[src/rtl/stream_arb_mux_n.sv]
// N-way valid/ready stream arbiter feeding a one-entry output register.
// Round-robin, fixed-priority or externally selected, with packet locking on i_last.
module stream_arb_mux_n #(
    parameter int NUM_INPUTS = 4,
    parameter int DATA_WIDTH = 32,
    parameter int MODE       = 0,
    parameter int SEL_W      = $clog2(NUM_INPUTS)
) (
    input  logic                                 i_clk,
    input  logic                                 i_rst_n,
    input  logic [NUM_INPUTS-1:0]                i_valid,
    input  logic [NUM_INPUTS-1:0][DATA_WIDTH-1:0] i_data,
    input  logic [NUM_INPUTS-1:0]                i_last,
    output logic [NUM_INPUTS-1:0]                o_ready,
    input  logic [SEL_W-1:0]                     i_sel,
    output logic                                 o_valid,
    output logic [DATA_WIDTH-1:0]                o_data,
    output logic                                 o_last,
    output logic [SEL_W-1:0]                     o_src,
    input  logic                                 i_ready
);

    generate
        if (NUM_INPUTS < 2) begin : g_bad_num_inputs
            $fatal(1, "stream_arb_mux_n: NUM_INPUTS must be >= 2");
        end
        if (MODE > 2 || MODE < 0) begin : g_bad_mode
            $fatal(1, "stream_arb_mux_n: MODE must be 0, 1 or 2");
        end
    endgenerate

    localparam logic [SEL_W-1:0] LAST_IDX = SEL_W'(NUM_INPUTS - 1);
    localparam logic [SEL_W:0]   NUM_EXT  = (SEL_W + 1)'(NUM_INPUTS);

    logic                  o_valid_q, o_valid_d;
    logic [DATA_WIDTH-1:0] o_data_q,  o_data_d;
    logic                  o_last_q,  o_last_d;
    logic [SEL_W-1:0]      o_src_q,   o_src_d;
    logic [SEL_W-1:0]      rr_ptr_q,  rr_ptr_d;
    logic                  locked_q,  locked_d;
    logic [SEL_W-1:0]      lock_idx_q, lock_idx_d;

    logic [SEL_W-1:0]      cand;
    logic                  has_cand;
    logic                  space;
    logic                  grant;
    logic [SEL_W:0]        rr_sum;
    logic [SEL_W-1:0]      rr_idx;

    assign space = !o_valid_q || i_ready;

    always_comb begin
        cand     = '0;
        has_cand = 1'b0;
        rr_sum   = '0;
        rr_idx   = '0;
        if (locked_q) begin
            cand     = lock_idx_q;
            has_cand = 1'b1;
        end else if (MODE == 2) begin
            cand     = i_sel;
            has_cand = ({1'b0, i_sel} < NUM_EXT);
        end else if (MODE == 1) begin
            // Descending scan so the lowest valid index is the last one written.
            for (int k = NUM_INPUTS - 1; k >= 0; k--) begin
                if (i_valid[SEL_W'(k)]) begin
                    cand     = SEL_W'(k);
                    has_cand = 1'b1;
                end
            end
        end else begin
            for (int k = 0; k < NUM_INPUTS; k++) begin
                rr_sum = {1'b0, rr_ptr_q} + (SEL_W + 1)'(k);
                if (rr_sum >= NUM_EXT) begin
                    rr_sum = rr_sum - NUM_EXT;
                end
                rr_idx = rr_sum[SEL_W-1:0];
                if (!has_cand && i_valid[rr_idx]) begin
                    cand     = rr_idx;
                    has_cand = 1'b1;
                end
            end
        end
    end

    // Reset gates the grant so o_ready is low for as long as i_rst_n is held.
    assign grant = i_rst_n && has_cand && i_valid[cand] && space;

    always_comb begin
        o_ready = '0;
        if (grant) begin
            o_ready[cand] = 1'b1;
        end
    end

    always_comb begin
        o_valid_d  = o_valid_q;
        o_data_d   = o_data_q;
        o_last_d   = o_last_q;
        o_src_d    = o_src_q;
        rr_ptr_d   = rr_ptr_q;
        locked_d   = locked_q;
        lock_idx_d = lock_idx_q;
        if (grant) begin
            o_valid_d = 1'b1;
            o_data_d  = i_data[cand];
            o_last_d  = i_last[cand];
            o_src_d   = cand;
            locked_d  = !i_last[cand];
            if (!i_last[cand]) begin
                lock_idx_d = cand;
            end
            if (MODE == 0 && i_last[cand]) begin
                rr_ptr_d = (cand == LAST_IDX) ? '0 : cand + SEL_W'(1);
            end
        end else if (o_valid_q && i_ready) begin
            o_valid_d = 1'b0;
        end
    end

    always_ff @(posedge i_clk or negedge i_rst_n) begin
        if (!i_rst_n) begin
            o_valid_q  <= 1'b0;
            o_data_q   <= '0;
            o_last_q   <= 1'b0;
            o_src_q    <= '0;
            rr_ptr_q   <= '0;
            locked_q   <= 1'b0;
            lock_idx_q <= '0;
        end else begin
            o_valid_q  <= o_valid_d;
            o_data_q   <= o_data_d;
            o_last_q   <= o_last_d;
            o_src_q    <= o_src_d;
            rr_ptr_q   <= rr_ptr_d;
            locked_q   <= locked_d;
            lock_idx_q <= lock_idx_d;
        end
    end

    assign o_valid = o_valid_q;
    assign o_data  = o_data_q;
    assign o_last  = o_last_q;
    assign o_src   = o_src_q;

endmodule

[config.mk]
export PLATFORM = sky130hd
export DESIGN_NAME = stream_arb_mux_n
export DESIGN_NICKNAME = d
export VERILOG_FILES = /design/src/rtl/stream_arb_mux_n.sv
export SDC_FILE = /design/constraint.sdc
export NUM_CORES = 1
export LEC_CHECK = 0
export ABC_AREA = 1
export BUFFER_PORTS_ARGS = -buffer_cell sky130_fd_sc_hd__buf_2
export CAP_MARGIN = 20
export CORE_MARGIN = 1
export CORE_UTILIZATION = 30
export DETAILED_ROUTE_END_ITERATION = 10
export PLACE_DENSITY = 0.68
export RECOVER_POWER = 50
export SYNTH_ARGS = -nofsm -noshare
export SYNTH_HDL_FRONTEND = slang
export SYNTH_SLANG_ARGS = --single-unit
[constraint.sdc]
create_clock -name i_clk -period 2.8 [get_ports i_clk]
set_input_delay 0.28 -clock i_clk [delete_from_list [all_inputs] [get_ports i_clk]]
set_output_delay 0.28 -clock i_clk [all_outputs]
set_load 0.005 [all_outputs]
==> results list <==
- CTS H-Tree Depth: 2
- The floorplan step defined a die boundary enclosing 10900 um2.
- Buffer type at the clock tree root: clkbuf_8
- After the last flow step, the layout net total stands at 846.
- In the layout the commonest cells are nand2_1, buf_2, nor2_1.
- Register area share after synthesis: 32.7%
* Power density over the cells: 1310 nW/um2
- Across every metal layer, demand over resource in global routing totals 17.5%.
* Distinct cell type count after synthesis: 18
* Std-Cell Core Area: 9950 um2
- Synthesis inferred 41 register bits.
- Worst-Skew Late Latency: 0.29 ns
- The worst register-to-register path begins at rr_ptr_q[0].
- RSZ-0062 raised after global routing: no
* Remaining DRCs: 0
- After the first detailed-routing iteration, the DRC count stood at 145.
- On the critical path, the stage with the largest delay is an instance of dfrtp_2.
* Starting Density: 31.5%
- Syn_nets: 673
- Worst reg2reg setup slack: 0.41 ns
* Placed wire-length estimate after detailed placement: 6.87 mm
* Achievable Freq: 395 MHz
* Total via count after detailed routing: 3701
* Length of the first detailed-routing pass in iterations: 6
* Worst-path maximum fanout: 10
- STA classifies the critical path startpoint as a flip-flop.
- Yosys printed 0 warnings.
- Initial antenna violation count: 0
* Kind of cell adding the most delay to the critical path: simple AND/OR/NAND/NOR gates
- After filler insertion, the fill cell instance count of the layout stands at 1124.
* Final weighted congestion in routability-driven placement: 0.823
- Die width: 104 um
- Final number of max-transition violations: 0
* Cts-stage hold buffer count: 0
- Placed Cells: 819
* Crit path capture type: output pin
* Clk buf depth: 2
- Counting every instance in the synthesized netlist gives 528.
- The critical path in this run is classified as reg2out.
- For this run, the slowest stage of the critical path takes 0.45 ns.
- For the worst flop-to-flop path, the logic depth is 16.
- Clock skew: 0.00558 ns
- The count of cells in the finished layout, fillers not included, comes to 835.
- Once detail routing completed, the nets flagged for antenna violations numbered 0.
- Kind of path behind the tightest hold check: in2async
* Top-level port count: 181
* Clock transition at the registers of the reported paths: 0.08 ns
- For the pin with the worst max-slew slack, the measured transition is 0.519 ns.
* Arrival @ worst endpoint: 2.25 ns
- CP bufs+invs: 4
- First-pass GRT wire length: 15.6 mm
- Leaving out fill and tap cells, the most frequent cell in the layout is nand2_1.
- # diodes: 0
- Clock tree synthesis found a total of 41 sinks.
* Relative slew margins: 65.4%
* Endpoint of the worst register-to-register path: lock_idx_q[1]
- Total power for the finished layout comes to 5.59 mW.
* Setup Viol. Count Final: 0
- Input and output buffers added on the ports amount to 178.
- The initialized floorplan defines 36 standard-cell rows.
- Average size of a mapped cell: 5.94 um2
- Share of the clock period used by the worst path after layout: 90.3%
* Growth of design area from synthesis to finish: 36.1%
- Worst voltage drop across the vdd grid: 0.852 mV
- The analysis attributes to cell leakage a power of 2.62 nW.
- Proportion of layout cells with a drive suffix above 1: 29.3%
* Hold violation count in the final report: 0
- Result of the run: finished clean
- In this run the vertical extent of the chip is 104 um.
* Setup Total Neg Slack: 0 ns
- Clock buffer count from CTS: 5
- Entering global routing, the biggest net connects 64 pins.
- Number of global-route vias before repair: 3445
- Time the worst path needs with I/O delays and setup: 2.53 ns
- Final routed wirelength across all metal layers: 9.28 mm
- For this run the aggregate overflow at the end of global routing stands at 0.
- Cell-by-cell trace of the critical path: inv_2, nand2_1, nand3_1, nand2_1, nor2_2, nand3_1, nand2_1, inv_1, nand2_1, nand2_4, inv_2, nand3_1, nand3_4, nor2_1, buf_2
- STA puts the critical path data required time at 2.52 ns.
- The cell that appears most often on the critical path is nand2_1.
- Drt via density: 4.43
- Post-synthesis cell area: 3140 um2
- TritonCTS built the clock tree.
* Max-capacitance violation count: 0
- Average wire per standard cell: 11.1 um
## worst reg2reg max path: cells and delay by family (launching register included)
family | cells | cell delay (ns)
and+or+nand+nor | 13 | 1.44
buffers and inverters | 3 | 0.45
DFF | 1 | 0.45
## timing repair
action                                 CTS  global route
pin swaps                                0             2
cloned                                   0             0
endpoints found under the hold margin    0             0
gates resized for setup                  1             4
setup buffers                            0             8
setup endpoints to repair                4            37
## metal layers
| layer | wire length, um | global-route usage [%] | vias up |
|---|---|---|---|
| met5 | 0 | 0 | - |
| met4 | 114 | 4.49 | 0 |
| met3 | 515 | 3.13 | 10 |
| met2 | 4490 | 31.3 | 128 |
| met1 | 4170 | 21.5 | 1586 |
| li1 | - | - | 1977 |
## power breakdown
group	switching [mW]	internal (mW)
registers	0.160	0.899
logic	2.65	1.50
clock network	0.202	0.173
total	3.02	2.57
## synthesized netlist by cell type, drive strengths merged
cell,number,area share [%]
nand2,202,25
o21ai,99,16
nor2,76,9.6
inv,53,6.3
dfrtp,41,33
nand3,22,3.7
buf,21,4.3
clkbuf,9,1.1
ha,4,1.6
nand3b,1,0.24
## cell type report
| class | count | area (um2) | area share (%) |
|---|---|---|---|
| sequential | 41 | 1030 | 24.1 |
| timing repair buffer | 196 | 1020 | 24.0 |
| multi-input combinational | 404 | 1770 | 41.5 |
| clock inverter | 2 | 10.0 | 0.235 |
| tap | 133 | 166 | 3.90 |
| inverter | 53 | 199 | 4.66 |
| clock buffer | 6 | 72.6 | 1.70 |
## flip-flops by register name (all words and copies together), names as in the netlist
register	cells
rr_ptr_q	2
o_data	32
o_valid	1
o_src	2
lock_idx_q	2
o_last	1
locked_q	1
## per-stage QoR
stage / cell area (um2) / hold slack, ns / setup slack, ns / utilization, %
6_report: 4270 / 0.232 / 0.271 / 42.9
5_1_grt: 4270 / 0.293 / 0.0252 / 42.9
4_1_cts: 4210 / 0.158 / 0.0159 / 42.3
3_5_place_dp: 4120 / 0.460 / 0.266 / 41.4
3_3_place_gp: 4120 / 0.457 / 0.277 / 41.4
2_1_floorplan: 3140 / -0.0156 / 0.682 / -
## how the worst max path moves through the flow
stage	startpoint	end	slack, ns	cells after the start
floorplan	rr_ptr_q[0]	o_ready[2]	0.68	14
global placement	rr_ptr_q[0]	o_ready[0]	0.28	14
detailed placement	rr_ptr_q[0]	lock_idx_q[1]	0.27	16
CTS	rr_ptr_q[0]	o_ready[3]	0.02	14
global route	rr_ptr_q[0]	o_ready[0]	0.03	15
finish	rr_ptr_q[0]	o_ready[3]	0.27	15
## cells by family (layout without fill, tap and decap cells)
group | after synthesis | in the layout | synth area share (%)
compound gates | 99 | 99 | 15.8
buf+inv | 83 | 257 | 11.8
flops | 41 | 41 | 32.7
simple gates | 301 | 301 | 38.1
fa+ha+maj | 4 | 4 | 1.60
(Power assumes the default switching activity.)
